$ cat src/rtl/flog_pkg.sv
// Shared constants, flag indices and result payload for the bfloat16 FLOG unit.
package flog_pkg;

  localparam int unsigned EXP_W  = 8;
  localparam int unsigned MAN_W  = 7;
  localparam int unsigned FLAG_W = 5;
  localparam int unsigned RES_W  = 1 + EXP_W + MAN_W;

  localparam logic [RES_W-1:0] QNAN       = RES_W'(16'h7fc0);
  localparam logic [RES_W-1:0] PLUS_INF   = RES_W'(16'h7f80);
  localparam logic [RES_W-1:0] MINUS_INF  = RES_W'(16'hff80);
  localparam logic [RES_W-1:0] PLUS_ZERO  = RES_W'(16'h0000);
  localparam logic [RES_W-1:0] MINUS_ZERO = RES_W'(16'h8000);

  // fflags ordering {NV,DZ,OF,UF,NX}
  localparam int unsigned FLAG_NV = 4;
  localparam int unsigned FLAG_DZ = 3;
  localparam int unsigned FLAG_OF = 2;
  localparam int unsigned FLAG_UF = 1;
  localparam int unsigned FLAG_NX = 0;

  typedef struct packed {
    logic              sign;
    logic [EXP_W-1:0]  exp;
    logic [MAN_W-1:0]  man;
    logic [FLAG_W-1:0] fflags;
    logic              special;
  } flog_result_t;

  typedef enum logic [1:0] {
    ST_EMPTY = 2'd0,
    ST_ONE   = 2'd1,
    ST_FULL  = 2'd2
  } buf_state_e;

  // One-hot flag vector for a single exception bit.
  function automatic logic [FLAG_W-1:0] flag_bit(input int unsigned idx);
    return FLAG_W'(1) << idx;
  endfunction

  // Build a result payload from a raw bfloat16 encoding.
  function automatic flog_result_t make_result(input logic [RES_W-1:0]  bits,
                                               input logic [FLAG_W-1:0] flags,
                                               input logic              special);
    flog_result_t r;
    r.sign    = bits[RES_W-1];
    r.exp     = bits[RES_W-2 -: EXP_W];
    r.man     = bits[MAN_W-1:0];
    r.fflags  = flags;
    r.special = special;
    return r;
  endfunction

endpackage

$ cat src/rtl/flog_result_mux.sv
// Priority encoder selecting the special-case or normal-path FLOG result.
module flog_result_mux
  import flog_pkg::*;
(
  input  logic             s_op_i,
  input  logic             is_inf_i,
  input  logic             is_nan_i,
  input  logic             is_snan_i,
  input  logic             is_zero_i,
  input  logic             s_norm_i,
  input  logic [EXP_W-1:0] exp_norm_i,
  input  logic [MAN_W-1:0] man_norm_i,
  input  logic             nx_norm_i,
  output flog_result_t     res_o
);

  // Special classes resolve in fixed priority; contradictory flags are legal.
  always_comb begin
    res_o = make_result(PLUS_ZERO, '0, 1'b0);
    if (is_snan_i) begin
      res_o = make_result(QNAN, flag_bit(FLAG_NV), 1'b1);
    end else if (is_nan_i) begin
      res_o = make_result(QNAN, '0, 1'b1);
    end else if (is_zero_i) begin
      res_o = make_result(MINUS_INF, flag_bit(FLAG_DZ), 1'b1);
    end else if (s_op_i) begin
      res_o = make_result(QNAN, flag_bit(FLAG_NV), 1'b1);
    end else if (is_inf_i) begin
      res_o = make_result(PLUS_INF, '0, 1'b1);
    end else begin
      res_o.sign    = s_norm_i;
      res_o.exp     = exp_norm_i;
      res_o.man     = man_norm_i;
      res_o.fflags  = nx_norm_i ? flag_bit(FLAG_NX) : '0;
      res_o.special = 1'b0;
    end
  end

endmodule

$ cat src/rtl/flog_special_result_encoder.sv
// FLOG result encoder with registered valid/ready output and 2-entry skid buffer.
module flog_special_result_encoder
  import flog_pkg::*;
(
  input  logic              clk_i,
  input  logic              rst_ni,
  input  logic              in_valid_i,
  output logic              in_ready_o,
  input  logic              s_op_i,
  input  logic              is_inf_i,
  input  logic              is_nan_i,
  input  logic              is_snan_i,
  input  logic              is_zero_i,
  input  logic              s_norm_i,
  input  logic [EXP_W-1:0]  exp_norm_i,
  input  logic [MAN_W-1:0]  man_norm_i,
  input  logic              nx_norm_i,
  output logic              out_valid_o,
  input  logic              out_ready_i,
  output logic              s_res_o,
  output logic [EXP_W-1:0]  exp_res_o,
  output logic [MAN_W-1:0]  man_res_o,
  output logic [FLAG_W-1:0] fflags_o,
  output logic              special_o,
  input  logic              clr_flags_i,
  output logic [FLAG_W-1:0] fflags_acc_o
);

  buf_state_e        state_q;
  flog_result_t      out_q;
  flog_result_t      skid_q;
  logic              out_valid_q;
  logic              in_ready_q;
  logic [FLAG_W-1:0] acc_q;
  flog_result_t      mux_res;
  logic              accept;
  logic              drain;

  flog_result_mux u_mux (
    .s_op_i     (s_op_i),
    .is_inf_i   (is_inf_i),
    .is_nan_i   (is_nan_i),
    .is_snan_i  (is_snan_i),
    .is_zero_i  (is_zero_i),
    .s_norm_i   (s_norm_i),
    .exp_norm_i (exp_norm_i),
    .man_norm_i (man_norm_i),
    .nx_norm_i  (nx_norm_i),
    .res_o      (mux_res)
  );

  // Handshake qualifiers; ready comes from a flop so out_ready_i never reaches it.
  assign accept = in_valid_i & in_ready_q;
  assign drain  = out_valid_q & out_ready_i;

  // Buffer control, output/skid registers and sticky flag accumulation.
  always_ff @(posedge clk_i or negedge rst_ni) begin
    if (!rst_ni) begin
      state_q     <= ST_EMPTY;
      out_q       <= '0;
      skid_q      <= '0;
      out_valid_q <= 1'b0;
      in_ready_q  <= 1'b1;
      acc_q       <= '0;
    end else begin
      acc_q <= (clr_flags_i ? '0 : acc_q) | (drain ? out_q.fflags : '0);
      case (state_q)
        ST_EMPTY: begin
          if (accept) begin
            out_q       <= mux_res;
            out_valid_q <= 1'b1;
            state_q     <= ST_ONE;
          end
        end
        ST_ONE: begin
          if (accept && !drain) begin
            skid_q     <= mux_res;
            in_ready_q <= 1'b0;
            state_q    <= ST_FULL;
          end else if (accept && drain) begin
            out_q <= mux_res;
          end else if (drain) begin
            out_valid_q <= 1'b0;
            state_q     <= ST_EMPTY;
          end
        end
        ST_FULL: begin
          if (drain) begin
            out_q      <= skid_q;
            in_ready_q <= 1'b1;
            state_q    <= ST_ONE;
          end
        end
        default: begin
          out_valid_q <= 1'b0;
          in_ready_q  <= 1'b1;
          state_q     <= ST_EMPTY;
        end
      endcase
    end
  end

  assign in_ready_o   = in_ready_q;
  assign out_valid_o  = out_valid_q;
  assign s_res_o      = out_q.sign;
  assign exp_res_o    = out_q.exp;
  assign man_res_o    = out_q.man;
  assign fflags_o     = out_q.fflags;
  assign special_o    = out_q.special;
  assign fflags_acc_o = acc_q;

endmodule
$ cat config.mk
export PLATFORM = sky130hd
export DESIGN_NAME = flog_special_result_encoder
export DESIGN_NICKNAME = d
export VERILOG_FILES = /design/src/rtl/flog_pkg.sv /design/src/rtl/flog_result_mux.sv /design/src/rtl/flog_special_result_encoder.sv
export SDC_FILE = /design/constraint.sdc
export NUM_CORES = 1
export LEC_CHECK = 0
export BUFFER_PORTS_ARGS = -buffer_cell sky130_fd_sc_hd__buf_2
export CAP_MARGIN = 25
export CORE_MARGIN = 4
export CORE_UTILIZATION = 53
export DETAILED_ROUTE_END_ITERATION = 8
export PLACE_DENSITY = 0.89
export SETUP_SLACK_MARGIN = 0.2
export SYNTH_ARGS = -nofsm -noshare
export SYNTH_HDL_FRONTEND = slang
export SYNTH_SLANG_ARGS = --single-unit
$ cat constraint.sdc
create_clock -name clk_i -period 1.9 [get_ports clk_i]
set_clock_uncertainty 0.1 [all_clocks]
set_input_delay 0.19 -clock clk_i [delete_from_list [all_inputs] [get_ports clk_i]]
set_output_delay 0.19 -clock clk_i [all_outputs]
set_load 0.01 [all_outputs]
# --- Yosys cells after proc, flatten, opt, wreduce, memory -nomap -nowiden ---
# Index checks and enable logic that the tools add are counted.
totals:
  register_bits: 53
  out_inout_bits: 29
op_classes:
  eq_ne: 11
  muxes: 27
  bitwise: 5
  n_reduce_logical: 10
op_table:
  columns: ["cell", "n"]
  rows:
  - ["$mux 22", 9]
  - ["$pmux 22 s3", 1]
  - ["$ne 2x2->1 const B", 7]
  - ["$mux 2", 5]
  - ["$mux 5", 2]
  - ["$reduce_and 5->1", 2]
  - ["$mux 1", 7]
  - ["$ne 3x3->1 const B", 2]
  - ["$pmux 1 s3", 2]
  - ["$pmux 2 s3", 1]
  - ["$or 5x5->5", 1]
  - ["$reduce_and 4->1", 1]
  - ["$reduce_and 3->1", 1]
  - ["$reduce_bool 3->1", 1]
  - ["$and 1x1->1", 2]
  - ["$eq 2x1->1 const B", 1]
  - ["$eq 2x2->1 const B", 1]
  - ["$logic_and 1x1->1", 2]
  - ["$logic_not 2->1", 1]
  - ["$not 1->1", 2]
  - ["$reduce_and 2->1", 1]
  - ["$logic_not 1->1", 1]

# --- Longest topological paths before layout ---
logic_depth:
  depth_word: 9
  depth_mapped: 5
  mapped_depth_nobuf: 3

# --- Modules after synthesis ---
# Synthesis repeated with hierarchy kept, for this count alone.
hier_totals:
  cells_unflattened: 194
  hier_area_um2: 2737.6
modules_own_cells:
  columns: ["mod", "n_inst", "cells_each", "area_each_um2", "seq_area_each_um2"]
  rows:
  - ["flog_special_result_encoder", 1, 162, 2529.9, 1327.5]
  - ["flog_result_mux", 1, 32, 207.7, 0.0]

# --- Worst setup path after synthesis ---
# OpenSTA, ideal clock, no wires.
synth_timing:
  path_type: "reg2reg"
  start: "register in_ready_q (netlist: in_ready_o)"
  end: "register out_q, in the netlist exp_res_o[6]"
  setup_ns: 0.125
  t_arrival_ns: 1.493
  slack_ns: 0.182
  stages_incl_launch_ff: 5
  synth_period_minus_slack_ns: 1.718
  cell_sequence: "dfstp_2 nand3b_4 o22ai_4 buf_6 mux2_2"
synth_via:
  elab_chain_cells: 4
synth_lines:
  columns: ["item", "line_no", "rtl"]
  rows:
  - ["start: declaration", "flog_special_result_encoder.sv:33", "logic in_ready_q;"]
  - ["start signal: assignment", "flog_special_result_encoder.sv:63", "in_ready_q <= 1'b1;"]
  - ["start signal: assignment", "flog_special_result_encoder.sv:78", "in_ready_q <= 1'b0;"]
  - ["start signal: assignment", "flog_special_result_encoder.sv:90", "in_ready_q <= 1'b1;"]
  - ["$and 1x1->1 *", "flog_special_result_encoder.sv:53", "assign accept = in_valid_i & in_ready_q;"]
  - ["$logic_and 1x1->1, on equally long branches", "flog_special_result_encoder.sv:80, flog_special_result_encoder.sv:76", null]
  - ["$ne 2x2->1 (no source line)", null, null]
  - ["$reduce_and 5->1 (no source line) *", null, null]
  - ["end signal: assignment", "flog_special_result_encoder.sv:70", "out_q <= mux_res;"]
  - ["end signal: assignment", "flog_special_result_encoder.sv:81", "out_q <= mux_res;"]
  - ["end signal: assignment", "flog_special_result_encoder.sv:89", "out_q <= skid_q;"]
  - ["end: declaration", "flog_special_result_encoder.sv:30", "flog_result_t out_q;"]
# Every way passes the cells marked *; elsewhere a longest branch is shown, timed or not.
# A chain may end at the register's enable or synchronous reset.

# --- Worst setup path in the final report ---
layout_timing:
  start: "register out_valid_q (netlist: out_valid_o)"
  end: "register skid_q[11] in the netlist's numbering"
layout_via:
  elab_chain_cells: 4
layout_lines:
  columns: ["item", "line_no", "rtl"]
  rows:
  - ["start: declaration", "flog_special_result_encoder.sv:32", "logic out_valid_q;"]
  - ["start signal: assignment", "flog_special_result_encoder.sv:62", "out_valid_q <= 1'b0;"]
  - ["start signal: assignment", "flog_special_result_encoder.sv:71", "out_valid_q <= 1'b1;"]
  - ["start signal: assignment", "flog_special_result_encoder.sv:83", "out_valid_q <= 1'b0;"]
  - ["$and 1x1->1", "flog_special_result_encoder.sv:54", "assign drain = out_valid_q & out_ready_i;"]
  - ["$logic_not 1->1", "flog_special_result_encoder.sv:76", "if (accept && !drain) begin"]
  - ["$logic_and 1x1->1", "flog_special_result_encoder.sv:76", null]
  - ["$reduce_and 2->1 (no source line)", null, null]
  - ["end signal: assignment", "flog_special_result_encoder.sv:77", "skid_q <= mux_res;"]
  - ["end: declaration", "flog_special_result_encoder.sv:31", "flog_result_t skid_q;"]
# Every way passes these cells.

==> results.md <==
* Sink Count at 47
* Mapped cell area at between 2000 and 2500 um^2
* Row cnt at 24
* Post-synth EDFFs at 0
* Syn. warnings at 0
* Power density cells at about 1100 nW/um^2
* Diode count at 0
* Crit. End Element: flip-flop
* Chip Height at roughly 75 um
* Synth top area cells: dfrtp_1 48%, a41oi_1 4.4%, mux2i_1 4.2%
* Most frequent cells after synthesis: 46 x dfrtp_1, 17 x inv_1, 12 x a41oi_1, 10 x mux2i_1, 9 x nor2_1
* Detail Route Antenna Nets at 0
* Final core utilization at 67.4%
* Setup violators final at 0
* Crit path kind: reg -> reg
* Final hold vios at 0
* Gate Count Post-Synth at 213
* Final wirelength at ~6.0 mm
* TNS Setup at 0 ps
* DPL Wire Length at 4.12 mm
* Fin crit share at approximately 88%
* H-Tree Depth at 2
* Area share of the largest cell type after synthesis at around 48%
* Layout area overhead at 22.4%
* Initial DRT Pass Iterations at 4
* Critical Path Start Type: flip-flop
* CTS buffer count at 5
* Synth Flop Type: dfrtp_1
* CP arrival at about 1800 ps
* Leakage at around 1.4 nW
* Vias at approximately 2.0k
* Unique cell type count in the Yosys netlist at 48
* Hold Path Class: in -> reg
* Status: completed
* Root buffer cell: clkbuf_8
* Slowest stage cell, crit path: dfrtp_2
* Die width at approximately 75 um
* Maximum fanout along the worst path at 12
* # placed instances at 314
* Max incr delay on CP at about 480 ps
* Port Buffers at 51
* Fmax at between 0.5 and 0.6 GHz
* CTS tree: yes
* Drt first-iter violations at about 250
* All-layer global routing usage at a little under a quarter
* Clock Latency Late Sink at 310 ps
* Register area share after synthesis at between 40% and 50%
* Pin count of the biggest net entering global routing at 30
* Most frequent cell after synthesis: dfrtp_1
* Core area at approximately 4400 um^2
* Vias in the first global route at 1,928
* #FFs+latches synth at 47
* Required time of the critical path at about 2000 ps
* Fraction of registers with async set/reset at 100%
* Post-Synthesis Mean Instance Area at 11.3 um^2
* Setup slack after placement at approximately 160 ps
* Layout cells sized above 1 at around 37%
* Routability-driven placement congestion ratio at 0.879
* Residual DRC at 0
* Final WS setup at between 200 and 250 ps
* Global-route wire length before repair at between 9 and 10 mm
* Sequence of cells on the critical path: a21bo_4, nor4_4, buf_4, a22o_1
* Drt wl/cell at around 18 um
* Full die area at 5670 um^2
* Nets at slightly above 300
* Number of antenna violations at the first check in global routing at 0
* # IOs at 56
* Vias per cell at 5.99
* Fill count at around 310
* Family with the most delay on the worst path: flip-flops
* Worst IR drop on VDD at roughly 0.00064 V
* Max-Cap Viols at 0
* Clk buf depth at 2
* Clock transition at path regs at approximately 90 ps
* Initial core utilization at between 50% and 60%
* Fin cells at 330
* Unrepaired setup endpoints after global routing: false
* Slew Viols, Final at 0
* Buf/Inv on CP at 1
* Cell taking the most area after synthesis: dfrtp_1
* Total gr overflow at 0
* Crit path time final at ~1700 ps
* Worst slew margin at about 64%
* Slew of the pin with the lowest slew margin at ~530 ps
-- layout by cell type (no fill, tap or decap), types with 2 or more instances in the layout --
cell type	instances
buf_2	52
dfrtp_1	43
inv_1	17
buf_4	15
a41oi_1	12
mux2i_1	10
o21ai_0	8
nor2_1	8
nor3b_1	8
a22o_1	7
and3b_1	7
mux2_2	7
o31ai_1	6
o221ai_1	5
a2bb2oi_1	5
clkbuf_8	5
a21oi_1	4
conb_1	4
nand2_1	3
o22a_1	3
nor4_1	3
a31oi_1	3
dlygate4sd3_1	3
dfrtp_2	3
nand2_2	2
o22ai_1	2
mux2_4	2
a211oi_1	2
buf_6	2
-- stage by stage --
| stage | area (um^2) | power (mW) | hold slack [ps] |
|---|---|---|---|
| 6_report | 2940 | 3.12 | 7.74 |
| 3_3_place_gp | 2740 | 2.36 | 60.1 |
| 3_5_place_dp | 2740 | 2.40 | 65.2 |
| 2_1_floorplan | 2420 | 1.99 | -206 |
| 5_1_grt | 2940 | 3.31 | 3.24 |
| 4_1_cts | 2910 | 3.14 | 1.14 |
-- area by class of cell --
| class | instances | area [um^2] | share of cell area, % |
|---|---|---|---|
| Multi-Input combinational cell | 133 | 1070 | 36.4 |
| Tap cell | 52 | 65.1 | 2.22 |
| Clock buffer | 5 | 68.8 | 2.34 |
| Timing Repair Buffer | 73 | 445 | 15.2 |
| Inverter | 17 | 63.8 | 2.17 |
| Clock inverter | 3 | 43.8 | 1.49 |
| Sequential cell | 47 | 1180 | 40.2 |
-- state kept, by name, summed over array words and instances (netlist names) --
name	count
fflags_acc_o	3
in_ready_o	1
exp_res_o	8
skid_q	20
fflags_o	3
state_q	2
man_res_o	7
s_res_o	1
special_o	1
out_valid_o	1
-- worst paths after layout --
kind	from	end	slack (ps)	cells after the start
max in group asynchronous	rst_ni	state_q[1]	930	3
min	man_norm_i[1]	skid_q[7]	8	2
min reg2reg	skid_q[0]	skid_q[0]	410	1
min in group asynchronous	rst_ni	exp_res_o[0]	260	2
max	out_valid_o	skid_q[11]	220	4
max reg2reg	out_valid_o	skid_q[11]	220	4
-- kinds of logic after synthesis --
logic type,count (synthesis),synth area share (%)
compound gates,65,21.7
flops,47,49.1
simple gates,45,13.1
buf+inv,36,7.56
mux,19,8.39
other cells,1,0.156
-- metal layers --
metal,routed length (um),share of wire [%],GRT usage [%],vias to the layer above
met5,0,0,0,-
met4,110,1.8,8.74,0
met3,467,7.8,3.96,12
met2,2870,48,34.8,85
met1,2530,42,31.9,954
li1,-,-,-,925
-- where the power goes --
group          leakage (nW)  internal (mW)  total [mW]  switching (mW)
Sequential            0.599           1.34        1.54           0.198
Clock                0.0581          0.392       0.741           0.349
Combinational         0.765          0.422       0.842           0.419
-- timing repair --
item / in CTS / in global routing
cloned: 0 / 1
endpoints found under the setup margin: 14 / 22
resized for setup: 3 / 7
hold buffers: 3 / 0
setup buffers: 3 / 1
endpoints found under the hold margin: 20 / 0
pin swaps: 1 / 3
Note: power is estimated with default switching activity, not from simulation.
